<file path="config.mk">
export PLATFORM = sky130hd
export DESIGN_NAME = fadd_pipe
export DESIGN_NICKNAME = d
export VERILOG_FILES = /design/src/rtl/fadd_pipe.sv
export SDC_FILE = /design/constraint.sdc
export NUM_CORES = 1
export LEC_CHECK = 0
export ABC_AREA = 1
export ABC_CLOCK_PERIOD_IN_PS = 5340
export CAP_MARGIN = 30
export CELL_PAD_IN_SITES_DETAIL_PLACEMENT = 1
export CELL_PAD_IN_SITES_GLOBAL_PLACEMENT = 2
export CORE_MARGIN = 5
export CORE_UTILIZATION = 32
export CTS_CLUSTER_SIZE = 8
export DETAILED_ROUTE_END_ITERATION = 6
export PLACE_DENSITY = 0.79
export SETUP_SLACK_MARGIN = 0.02
export SLEW_MARGIN = 20
export SYNTH_ARGS = -nofsm -noshare
export SYNTH_HDL_FRONTEND = slang
export SYNTH_SLANG_ARGS = --single-unit
</file>
<file path="constraint.sdc">
create_clock -name clk -period 5.34 [get_ports clk]
set_input_delay 0.534 -clock clk [delete_from_list [all_inputs] [get_ports clk]]
set_output_delay 0.534 -clock clk [all_outputs]
set_load 0.01 [all_outputs]
</file>
<file path="src/rtl/fadd_pipe.sv">
// -----------------------------------------------------------------------------
// fadd_pipe -- pipelined IEEE-754 binary32 adder, fixed latency of 3 cycles.
//
// Operands are taken on every rising edge with en=1. The rounded sum appears
// on y three edges later, together with a one-cycle done pulse. The adder never
// stalls, so busy is constantly low. Subnormal inputs and results are flushed
// to signed zero.
//
// Pipeline ranks:
//   r1_* : unpack, flush subnormals, swap so |A| >= |B|, exponent difference,
//          special-value (NaN / Inf) resolution
//   r2_* : align B with guard/round/sticky, add or subtract mantissas
//   r3_* : leading-zero normalisation, carry-out handling, zero detection
//   y    : round, renormalise on rounding carry, overflow/underflow, pack
//
// Build option:
//   FADD_RNE_EN defined   -> round to nearest, ties to even (guard/round/sticky)
//   FADD_RNE_EN undefined -> truncation (round toward zero)
//
// Ports:
//   clk   in  1  : clock, all logic on rising edge
//   rst   in  1  : synchronous reset, active high
//   en    in  1  : operand pair valid this cycle
//   x1    in 32  : operand A, binary32
//   x2    in 32  : operand B, binary32
//   y     out 32 : registered sum, holds its value when done=0
//   done  out 1  : y holds a new result this cycle
//   busy  out 1  : always 0
// -----------------------------------------------------------------------------
module fadd_pipe (
    input  logic        clk,
    input  logic        rst,
    input  logic        en,
    input  logic [31:0] x1,
    input  logic [31:0] x2,
    output logic [31:0] y,
    output logic        done,
    output logic        busy
);

`ifdef FADD_RNE_EN
    localparam logic RND_EN = 1'b1;
`else
    // Round-up term is tied off; the increment constant-folds away.
    localparam logic RND_EN = 1'b0;
`endif

    localparam logic [31:0] QNAN = 32'h7FC0_0000;

    // Leading-zero count of a 27-bit vector (27 when the vector is zero).
    function automatic logic [4:0] f_lzc27(input logic [26:0] v);
        logic [4:0] cnt;
        logic       found;
        cnt   = 5'd27;
        found = 1'b0;
        for (int i = 26; i >= 0; i--) begin
            cnt   = (!found && v[i]) ? 5'(26 - i) : cnt;
            found = found | v[i];
        end
        return cnt;
    endfunction

    assign busy = 1'b0;

    // ---------------------------------------------------------------- stage 1
    logic [30:0] w_a_mag;
    logic [30:0] w_b_mag;
    logic        w_swap;
    logic [30:0] w_big_mag;
    logic [30:0] w_sml_mag;
    logic        w_big_sign;
    logic        w_sml_sign;
    logic        w_a_nan;
    logic        w_b_nan;
    logic        w_a_inf;
    logic        w_b_inf;
    logic        w_spec;
    logic [31:0] w_spec_val;

    // Exponent-0 operands become exact zeros so they sort below everything.
    assign w_a_mag    = (x1[30:23] == 8'd0) ? 31'd0 : x1[30:0];
    assign w_b_mag    = (x2[30:23] == 8'd0) ? 31'd0 : x2[30:0];
    assign w_swap     = (w_b_mag > w_a_mag);
    assign w_big_mag  = w_swap ? w_b_mag : w_a_mag;
    assign w_sml_mag  = w_swap ? w_a_mag : w_b_mag;
    assign w_big_sign = w_swap ? x2[31] : x1[31];
    assign w_sml_sign = w_swap ? x1[31] : x2[31];

    assign w_a_nan = (x1[30:23] == 8'hFF) && (x1[22:0] != 23'd0);
    assign w_b_nan = (x2[30:23] == 8'hFF) && (x2[22:0] != 23'd0);
    assign w_a_inf = (x1[30:23] == 8'hFF) && (x1[22:0] == 23'd0);
    assign w_b_inf = (x2[30:23] == 8'hFF) && (x2[22:0] == 23'd0);

    // Resolve NaN/Inf operands up front; the arithmetic result is then ignored.
    always_comb begin
        w_spec     = 1'b0;
        w_spec_val = 32'd0;
        if (w_a_nan || w_b_nan) begin
            w_spec     = 1'b1;
            w_spec_val = QNAN;
        end else if (w_a_inf && w_b_inf) begin
            w_spec     = 1'b1;
            w_spec_val = (x1[31] != x2[31]) ? QNAN : {x1[31], 8'hFF, 23'd0};
        end else if (w_a_inf) begin
            w_spec     = 1'b1;
            w_spec_val = {x1[31], 8'hFF, 23'd0};
        end else if (w_b_inf) begin
            w_spec     = 1'b1;
            w_spec_val = {x2[31], 8'hFF, 23'd0};
        end else begin
            w_spec     = 1'b0;
            w_spec_val = 32'd0;
        end
    end

    logic        r1_vld;
    logic        r1_sign_a;
    logic        r1_sign_b;
    logic [7:0]  r1_exp;
    logic [23:0] r1_man_a;
    logic [23:0] r1_man_b;
    logic [7:0]  r1_diff;
    logic        r1_spec;
    logic [31:0] r1_spec_val;

    // Stage-1 register rank: unpacked, swapped operands.
    always_ff @(posedge clk) begin
        if (rst) begin
            r1_vld      <= 1'b0;
            r1_sign_a   <= 1'b0;
            r1_sign_b   <= 1'b0;
            r1_exp      <= 8'd0;
            r1_man_a    <= 24'd0;
            r1_man_b    <= 24'd0;
            r1_diff     <= 8'd0;
            r1_spec     <= 1'b0;
            r1_spec_val <= 32'd0;
        end else begin
            r1_vld      <= en;
            r1_sign_a   <= w_big_sign;
            r1_sign_b   <= w_sml_sign;
            r1_exp      <= w_big_mag[30:23];
            r1_man_a    <= {(w_big_mag[30:23] != 8'd0), w_big_mag[22:0]};
            r1_man_b    <= {(w_sml_mag[30:23] != 8'd0), w_sml_mag[22:0]};
            r1_diff     <= w_big_mag[30:23] - w_sml_mag[30:23];
            r1_spec     <= w_spec;
            r1_spec_val <= w_spec_val;
        end
    end

    // ---------------------------------------------------------------- stage 2
    // Aligned B layout: [26:3] mantissa, [2] guard, [1] round, [0] sticky.
    logic [49:0] w_wide;
    logic [26:0] w_b_aln;
    logic [27:0] w_a_ext;
    logic [27:0] w_b_ext;
    logic [27:0] w_sum;

    // Right-shift B; everything falling off the bottom collapses into sticky.
    always_comb begin
        w_wide = {r1_man_b, 26'd0} >> r1_diff;
        if (r1_diff >= 8'd26) begin
            w_b_aln = {26'd0, |r1_man_b};
        end else begin
            w_b_aln = {w_wide[49:24], |w_wide[23:0]};
        end
    end

    assign w_a_ext = {1'b0, r1_man_a, 3'b000};
    assign w_b_ext = {1'b0, w_b_aln};
    // |A| >= |B|, so the difference is never negative.
    assign w_sum   = (r1_sign_a == r1_sign_b) ? (w_a_ext + w_b_ext) : (w_a_ext - w_b_ext);

    logic        r2_vld;
    logic        r2_sign;
    logic        r2_zsign;
    logic [7:0]  r2_exp;
    logic [27:0] r2_sum;
    logic        r2_spec;
    logic [31:0] r2_spec_val;

    // Stage-2 register rank: raw mantissa sum.
    always_ff @(posedge clk) begin
        if (rst) begin
            r2_vld      <= 1'b0;
            r2_sign     <= 1'b0;
            r2_zsign    <= 1'b0;
            r2_exp      <= 8'd0;
            r2_sum      <= 28'd0;
            r2_spec     <= 1'b0;
            r2_spec_val <= 32'd0;
        end else begin
            r2_vld      <= r1_vld;
            r2_sign     <= r1_sign_a;
            // A zero sum is negative only for (-0)+(-0).
            r2_zsign    <= r1_sign_a & r1_sign_b;
            r2_exp      <= r1_exp;
            r2_sum      <= w_sum;
            r2_spec     <= r1_spec;
            r2_spec_val <= r1_spec_val;
        end
    end

    // ---------------------------------------------------------------- stage 3a
    logic [4:0]        w_lz;
    logic [26:0]       w_nmant;
    logic signed [9:0] w_nexp;
    logic              w_zero;

    assign w_lz   = f_lzc27(r2_sum[26:0]);
    assign w_zero = (r2_sum == 28'd0);

    // Normalise so the hidden bit lands in bit 26.
    always_comb begin
        if (r2_sum[27]) begin
            w_nmant = {r2_sum[27:2], r2_sum[1] | r2_sum[0]};
            w_nexp  = {2'b00, r2_exp} + 10'd1;
        end else begin
            w_nmant = r2_sum[26:0] << w_lz;
            w_nexp  = {2'b00, r2_exp} - {5'd0, w_lz};
        end
    end

    logic              r3_vld;
    logic              r3_sign;
    logic signed [9:0] r3_exp;
    logic [26:0]       r3_mant;
    logic              r3_force;
    logic [31:0]       r3_force_val;

    // Stage-3a register rank: normalised mantissa, or a forced special/zero.
    always_ff @(posedge clk) begin
        if (rst) begin
            r3_vld       <= 1'b0;
            r3_sign      <= 1'b0;
            r3_exp       <= 10'sd0;
            r3_mant      <= 27'd0;
            r3_force     <= 1'b0;
            r3_force_val <= 32'd0;
        end else begin
            r3_vld       <= r2_vld;
            r3_sign      <= r2_sign;
            r3_exp       <= w_nexp;
            r3_mant      <= w_nmant;
            r3_force     <= r2_spec | w_zero;
            r3_force_val <= r2_spec ? r2_spec_val : {r2_zsign, 31'd0};
        end
    end

    // ---------------------------------------------------------------- stage 3b
    logic              w_rup;
    logic [24:0]       w_rmant;
    logic [22:0]       w_frac;
    logic signed [9:0] w_rexp;
    logic [31:0]       w_y;

    // Ties go to even: round up on guard when round/sticky or the LSB is set.
    assign w_rup   = RND_EN & r3_mant[2] & (r3_mant[1] | r3_mant[0] | r3_mant[3]);
    assign w_rmant = {1'b0, r3_mant[26:3]} + {24'd0, w_rup};
    assign w_frac  = w_rmant[24] ? w_rmant[23:1] : w_rmant[22:0];
    assign w_rexp  = r3_exp + {9'd0, w_rmant[24]};

    // Range checks are made after rounding so a round-up into the normal range survives.
    always_comb begin
        w_y = 32'd0;
        if (r3_force) begin
            w_y = r3_force_val;
        end else if (w_rexp <= 10'sd0) begin
            w_y = {r3_sign, 31'd0};
        end else if (w_rexp >= 10'sd255) begin
            w_y = {r3_sign, 8'hFF, 23'd0};
        end else begin
            w_y = {r3_sign, w_rexp[7:0], w_frac};
        end
    end

    // Output register: new result with done, otherwise hold.
    always_ff @(posedge clk) begin
        if (rst) begin
            y    <= 32'd0;
            done <= 1'b0;
        end else begin
            done <= r3_vld;
            if (r3_vld) begin
                y <= w_y;
            end else begin
                y <= y;
            end
        end
    end

endmodule

</file>
==> results by group, run 1 <==
STA
  – RSZ-0062 raised after global routing: no
  – Tightest Pin Transition: 0.7513 ns
  – Final critical-path share of the clock period: 91.24%
  – Final WS setup: 0.4676 ns
  – Slew Limit Headroom: 49.86%
  – Min Clock Period, post-route: 4.872 ns
  – Fin. Hold Viols: 0
  – FMAX: 0.2052 GHz
  – Smallest hold slack: 0.4021 ns
  – Max Slew Vio Count: 0
  – Final setup viols: 0
  – Skew final: 0.009866 ns

Run
  – Maximum Capacitance Violations: 0

Yosys
  – Mux cell area share after synthesis: 0%
  – Number of synthesized register bits: 184
  – Syn Inst Count: 2264
  – Synth Cell Area: 13940 um^2
  – XOR/XNOR Fraction of Synth Area: 0.1884%
  – Post-synth net total: 2423
  – Ys flop type: dfxtp_1
  – Post-synth EDFFs: 0
  – Seq/Total Area, Yosys: 26.42%
  – Largest family of logic cells by synthesized area: simple AND/OR/NAND/NOR gates
  – Avg Cell Area, Syn: 6.159 um^2
  – Adder-cell share of the synthesized area: 8.363%
  – Post-Synth Simple-Gate Area: 35.08%
  – Synth cell types: 58
  – Synth Area in Compound Gates: 18.84%
  – Syn. warnings: 0
  – Ys async rst share: 0%

Hold path
  – Hold-critical path depth: 2
  – Hold crit path type: flip-flop to flip-flop
  – Worst hold start: r1_exp[5]
  – Worst Hold Path EP: r2_exp[5]

Route
  – Antenna-violating nets left: 0
  – Final wirelength: 53810 um
  – DR vias: 15193
  – Number of DRC violations after detailed-routing iteration 0: 805
  – DRC violations left: 0
  – Average wire per standard cell: 18.62 um
  – DRT Pass-1 Iters: 7
  – Vias per cell: 5.257

Setup path
  – Crit-path slowest cell: dfxtp_1
  – Cell mode on critical path: nand2_1
  – Data arrival, critical path: 5.25 ns
  – Crit path max-delay family: compound AO/OA/AOI/OAI gates
  – Slowest stage delay, CP: 0.56 ns
  – Critical path endpoint category: flip-flop
  – Worst Path Max Fanout: 10
  – Reg-to-Reg Start: r1_diff[1]
  – Worst reg2reg path depth: 26
  – Req. time, crit path: 5.72 ns
  – Flop-to-flop setup slack: 0.47 ns
  – Reg2Reg Capture Point: r2_sum[23]
  – Critical path launch point type: flip-flop
  – Setup Crit Path Kind: flip-flop to flip-flop
  – Buf/Inv on CP: 4

Cells and area
  – Share of cells above drive strength 1: 4.382%
  – NumNets Final: 2452
  – Commonest non-fill, non-tap cells in the layout: 439 x nand2_1, 302 x nand3_1, 265 x nor2_1
  – Layout area overhead: 14.47%
  – Final core utilization: 37.05%
  – Ant diodes: 0
  – Post-Layout Cell Count: 2890
  – Filler cells: 5660
  – Leading cell type in the layout, fill and taps excluded: nand2_1

Die
  – Die Y-Extent: 218.7 um
  – Die footprint: 47850 um^2
  – Starting Density: 32.37%
  – Die width: 218.7 um
  – # rows: 76
  – I/O pin cnt: 101
  – Core Area: 43080 um^2

Clocking
  – Hold buffer count at CTS: 0
  – Clk_lat worst skew: 0.44 ns
  – CTS tree: done
  – Htree depth: 4
  – Root buffer cell: clkbuf_16
  – CTS Buf Count: 17
  – Clock Pin Slew Worst Setup and Hold Paths: 0.06 ns
  – # clock sinks: 184
  – CTS Buffer Depth: 2

Status
  – Status: complete, no violations

Power and ir drop
  – Leakage: 7.287 nW
  – Max VDD drop: 255.8 uV
  – Pwr/cell area: 399.7 nW/um^2

GRT
  – Vias in the first global route: 15333
  – Global Route Usage Sum: 22.23%
  – Met3 Use GR: 2.604%
  – M2 GR Usage: 38.60%
  – First-pass GRT wire length: 85440 um
  – Total grt overflow: 0
  – M1 GR Usage: 29.70%
  – Initial antenna violation count: 0
  – Busiest layer in global routing: met2
  – Largest net degree at the start of global routing: 57

Place
  – GPL Wtd Cong: 0.9027
  – Cells after DPL: 2856
  – Port Buf Inserts: 99
  – Post-place setup slack: -0.04155 ns
  – HPWL Detailed: 43040 um
## worst min-delay path: stages (launching register included)
cell	delay [ns]
dfxtp_1	0.30
inv_1	0.04
nor2_1	0.03
## logic make-up after synthesis
kind of cell / after synthesis
adders and majority gates: 92
other: 1
buffers and inverters: 394
xor gates and xnor gates: 3
and+or+nand+nor: 1117
AOI/OAI and AO/OA: 473
DFF: 184
## state kept, by name, indices dropped and copies added (netlist names), 3 cells and up
register,flops
y,32
r3_force_val,3
r2_sum,28
r2_spec_val,3
r3_mant,23
r3_exp,10
r1_man_b,24
r1_man_a,24
r2_exp,8
r1_diff,8
r1_exp,8
r1_spec_val,3
## cells in the mapped netlist, drive strengths merged (2+ instances only)
master   instances  area, um^2
o211ai          13       116.4
o22ai            4       25.02
o21ai          175       883.4
o31ai            4       30.03
a211oi           3       22.52
xor2             3       26.28
or2              7       43.80
buf             37       205.2
dfxtp          184        3684
nor2           271        1052
o2111ai          3       26.28
o41ai            3       26.28
and2             3       18.77
nor3            20       100.1
nand2          446        1694
fa               2       40.04
a31oi            9       56.30
a21o             3       22.52
and3             3       18.77
a21boi           3       22.52
inv            271        1017
nand4           35       246.5
nand3          303        1529
o21bai           3       22.52
clkbuf          80       300.3
a32oi           22       192.7
clkinv           6       22.52
nand3b           4       30.03
a21oi          218        1095
o21a             3       22.52
nor4            24       150.1
ha              90        1126
## power by group
| group | internal [mW] | switching, mW | total, mW |
|---|---|---|---|
| sequential | 1.59 | 0.211 | 1.80 |
| clock | 0.693 | 0.546 | 1.24 |
| combinational | 1.03 | 2.31 | 3.34 |
| total | 3.31 | 3.07 | 6.38 |
## worst max-delay path by stage
stage	cells past startpoint	startpoint	endpoint	slack [ns]
floorplan	26	r1_diff[7]	r2_sum[23]	1.52
global placement	25	r1_diff[7]	r2_sum[23]	-0.08
detailed placement	25	r1_diff[7]	r2_sum[23]	-0.04
CTS	24	r1_diff[1]	r2_sum[23]	0.10
global route	25	r1_diff[1]	r2_sum[23]	0.02
finish	26	r1_diff[1]	r2_sum[23]	0.47
## through the flow
stage | instance area, um^2 | total power [mW] | setup TNS (ns)
CTS | 15920 | 6.401 | 0
floorplan | 13940 | 4.129 | 0
finish | 15960 | 6.380 | 0
global placement | 15340 | 5.094 | -0.07716
detailed placement | 15350 | 5.135 | -0.04155
global route | 15960 | 6.914 | 0
## timing repair
| action | 4_1_cts | 5_1_grt |
|---|---|---|
| buffers inserted | 0 | 2 |
| pin swaps | 0 | 0 |
| endpoints found under the hold margin | 0 | 0 |
| endpoints found under the setup margin | 1 | 4 |
| resized for setup | 1 | 6 |
| cloned | 0 | 1 |
## layout make-up
cell class	instances	area (um^2)	share of cell area, %
repair inverters	1	7.507	0.04704
inverters	277	1050	6.577
well taps	585	732.0	4.586
clock buffers	22	484.2	3.034
clock inverters	9	88.84	0.5566
flip-flops and latches	184	3684	23.08
repair buffers	126	1189	7.447
multi-input cells	1686	8726	54.67
## per-layer routing
metal / vias to the layer above / share of wire (%)
li1: 7610 / -
met1: 7291 / 47
met2: 238 / 49
met3: 54 / 2.7
met4: 0 / 1.7
met5: - / 0
(Power assumes the default switching activity.)
==> run 2, diff against run 1 <==
--- a/config.mk
+++ b/config.mk
@@ -7,7 +7,7 @@
 export LEC_CHECK = 0
 export ABC_AREA = 1
 export ABC_CLOCK_PERIOD_IN_PS = 5340
-export CAP_MARGIN = 30
+export CAP_MARGIN = 20
 export CELL_PAD_IN_SITES_DETAIL_PLACEMENT = 1
 export CELL_PAD_IN_SITES_GLOBAL_PLACEMENT = 2
 export CORE_MARGIN = 5
==> run 2 against run 1 <==
Effect of this change: critical path type unchanged; die area unchanged; non-clock buffer count unchanged; register-to-register slack better by 0.10 ns; highest routed layer unchanged; critical path depth did not move; worst hold slack improved by 0.0022 ns.
==> results by group, run 2 (synthesis gave the netlist of run 1 again) <==
STA
  – Min Clock Period, post-route: 4.771 ns (was 4.872 ns)
  – RSZ-0062 raised after global routing: no (unchanged)
  – Tightest Pin Transition: 0.7519 ns (was 0.7513 ns)
  – Fin. Hold Viols: 0 (unchanged)
  – Slew Limit Headroom: 49.33% (was 49.86%)
  – Smallest hold slack: 0.4043 ns (was 0.4021 ns)
  – Final WS setup: 0.5694 ns (was 0.4676 ns)
  – Final setup viols: 0 (unchanged)
  – Skew final: 0.01041 ns (was 0.009866 ns)
  – Max Slew Vio Count: 0 (unchanged)
  – FMAX: 0.2096 GHz (was 0.2052 GHz)
  – Final critical-path share of the clock period: 89.34% (was 91.24%)

Setup path
  – Req. time, crit path: 5.73 ns (was 5.72 ns)
  – Cell mode on critical path: nand2_1 (unchanged)
  – Setup Crit Path Kind: flip-flop to flip-flop (unchanged)
  – Slowest stage delay, CP: 0.57 ns (was 0.56 ns)
  – Data arrival, critical path: 5.16 ns (was 5.25 ns)
  – Worst Path Max Fanout: 10 (unchanged)
  – Crit path max-delay family: compound AO/OA/AOI/OAI gates (unchanged)
  – Crit-path slowest cell: dfxtp_1 (unchanged)
  – Critical path launch point type: flip-flop (unchanged)
  – Critical path endpoint category: flip-flop (unchanged)
  – Buf/Inv on CP: 4 (unchanged)

Place
  – Post-place setup slack: -0.04040 ns (was -0.04155 ns)
  – GPL Wtd Cong: 0.9027 (unchanged)
  – HPWL Detailed: 43130 um (was 43040 um)
  – Port Buf Inserts: 99 (unchanged)

GRT
  – Vias in the first global route: 15397 (was 15333)
  – M2 GR Usage: 37.69% (was 38.60%)
  – M1 GR Usage: 29.52% (was 29.70%)
  – First-pass GRT wire length: 85220 um (was 85440 um)
  – Busiest layer in global routing: met2 (unchanged)
  – Total grt overflow: 0 (unchanged)
  – Global Route Usage Sum: 22.23% (unchanged)
  – Largest net degree at the start of global routing: 57 (unchanged)
  – Met3 Use GR: 2.701% (was 2.604%)
  – Initial antenna violation count: 0 (unchanged)

Status
  – Status: complete, no violations (unchanged)

Cells and area
  – Leading cell type in the layout, fill and taps excluded: nand2_1 (unchanged)
  – Commonest non-fill, non-tap cells in the layout: 439 x nand2_1, 302 x nand3_1, 265 x nor2_1 (unchanged)
  – Biggest regs: y x32, r2_sum x28 (unchanged)
  – Ant diodes: 0 (unchanged)
  – NumNets Final: 2452 (unchanged)
  – Layout area overhead: 14.55% (was 14.47%)
  – Biggest register: y (unchanged)
  – Max reg flops: 32 (unchanged)
  – Share of cells above drive strength 1: 4.425% (was 4.382%)

Clocking
  – Clock Pin Slew Worst Setup and Hold Paths: 0.07 ns (was 0.06 ns)
  – # clock sinks: 184 (unchanged)
  – CTS Buffer Depth: 2 (unchanged)
  – CTS tree: done (unchanged)
  – Root buffer cell: clkbuf_16 (unchanged)
  – Htree depth: 4 (unchanged)
  – CTS Buf Count: 17 (unchanged)
  – Clk_lat worst skew: 0.45 ns (was 0.44 ns)

Power and ir drop
  – Max VDD drop: 260.8 uV (was 255.8 uV)
  – Leakage: 7.292 nW (was 7.287 nW)
  – Pwr/cell area: 399.6 nW/um^2 (was 399.7 nW/um^2)

Route
  – Vias per cell: 5.296 (was 5.257)
  – Number of DRC violations after detailed-routing iteration 0: 872 (was 805)
  – DRT Pass-1 Iters: 6 (was 7)
  – Final wirelength: 53830 um (was 53810 um)
  – Average wire per standard cell: 18.62 um (about the same)
  – Antenna-violating nets left: 0 (unchanged)
  – DRC violations left: 0 (unchanged)
  – DR vias: 15305 (was 15193)

Hold path
  – Hold crit path type: flip-flop to flip-flop (unchanged)

Die
  – Die footprint: 47850 um^2 (unchanged)
  – # rows: 76 (unchanged)
  – Core Area: 43080 um^2 (unchanged)
  – I/O pin cnt: 101 (unchanged)
  – Die Y-Extent: 218.7 um (unchanged)
  – Starting Density: 32.37% (unchanged)
  – Die width: 218.7 um (unchanged)

Run
  – Maximum Capacitance Violations: 0 (unchanged)
[run 2: cell type report]
class / count / area, um^2
fillers: 5686 / 27100
flip-flops and latches: 184 / 3684
multi-input cells: 1686 / 8733
repair buffers: 126 / 1191
well taps: 585 / 732.0
inverters: 277 / 1050
clock buffers: 22 / 484.2
clock inverters: 9 / 91.34
repair inverters: 1 / 7.507
[run 2: through the flow]
stage	cells	cell area [um^2]	power (mW)	util [%]	setup TNS, ns
after global placement	2855	15340	5.094	35.62	-0.07716
final	2890	15970	6.382	37.08	0
after floorplan	2264	13940	4.129	-	0
after CTS	2886	15920	6.402	36.96	0
after detailed placement	2855	15340	5.136	35.62	-0.04040
after global routing	2890	15970	6.919	37.08	0
[run 2: final timing paths]
kind                    from    endpoint  slack, ns  depth (start not counted)
setup / recovery  r1_diff[1]  r2_sum[23]       0.57                         26
setup reg to reg  r1_diff[1]  r2_sum[23]       0.57                         26
hold reg to reg    r1_exp[7]   r2_exp[7]       0.40                          2
hold / removal     r1_exp[7]   r2_exp[7]       0.40                          2
[run 2: report_power, final]
group	switching [mW]	leakage (nW)	total (mW)	internal [mW]
Combinational	2.31	5.48	3.34	1.03
Clock	0.549	0.288	1.24	0.694
Sequential	0.211	1.52	1.80	1.59
[run 2: timing repair]
action,4_1_cts,5_1_grt
resized for setup,1,7
buffers inserted,0,3
cloned,0,1
hold buffers,0,0
pin swaps,0,0
setup endpoints to repair,1,4
[run 2: layer usage]
| layer | vias up | routed length [um] |
|---|---|---|
| met4 | 0 | 1523 |
| met3 | 80 | 1637 |
| met2 | 302 | 25580 |
| met5 | - | 0 |
| li1 | 7603 | - |
| met1 | 7320 | 25090 |
[run 2: worst reg2reg max path, cell delays in order (launching register included)]
cell and delay, ns:
dfxtp_1 0.57, clkinvlp_4 0.15, buf_4 0.19, nand3_1 0.12
nand3_1 0.15, a21oi_1 0.24, a21oi_1 0.07, nand2_1 0.10
nand2_1 0.05, or2_2 0.31, inv_1 0.06, ha_1 0.13
inv_1 0.06, fa_1 0.41, o31ai_2 0.31, a21boi_2 0.16
o21ai_0 0.30, a21oi_1 0.16, o21ai_0 0.26, a21boi_1 0.15
o21ai_0 0.27, nand2_1 0.10, nand2_1 0.08, nand2_1 0.07
nand3_1 0.10, nand2_1 0.06, nor2_1 0.10
==> run 3, diff against run 2 <==
--- a/config.mk
+++ b/config.mk
@@ -14,6 +14,7 @@
 export CORE_UTILIZATION = 32
 export CTS_CLUSTER_SIZE = 8
 export DETAILED_ROUTE_END_ITERATION = 6
+export HOLD_SLACK_MARGIN = 0.15
 export PLACE_DENSITY = 0.79
 export SETUP_SLACK_MARGIN = 0.02
 export SLEW_MARGIN = 20
==> results of run 3 <==
Same layout as run 2: the final DEF is identical, and so are final timing and power.
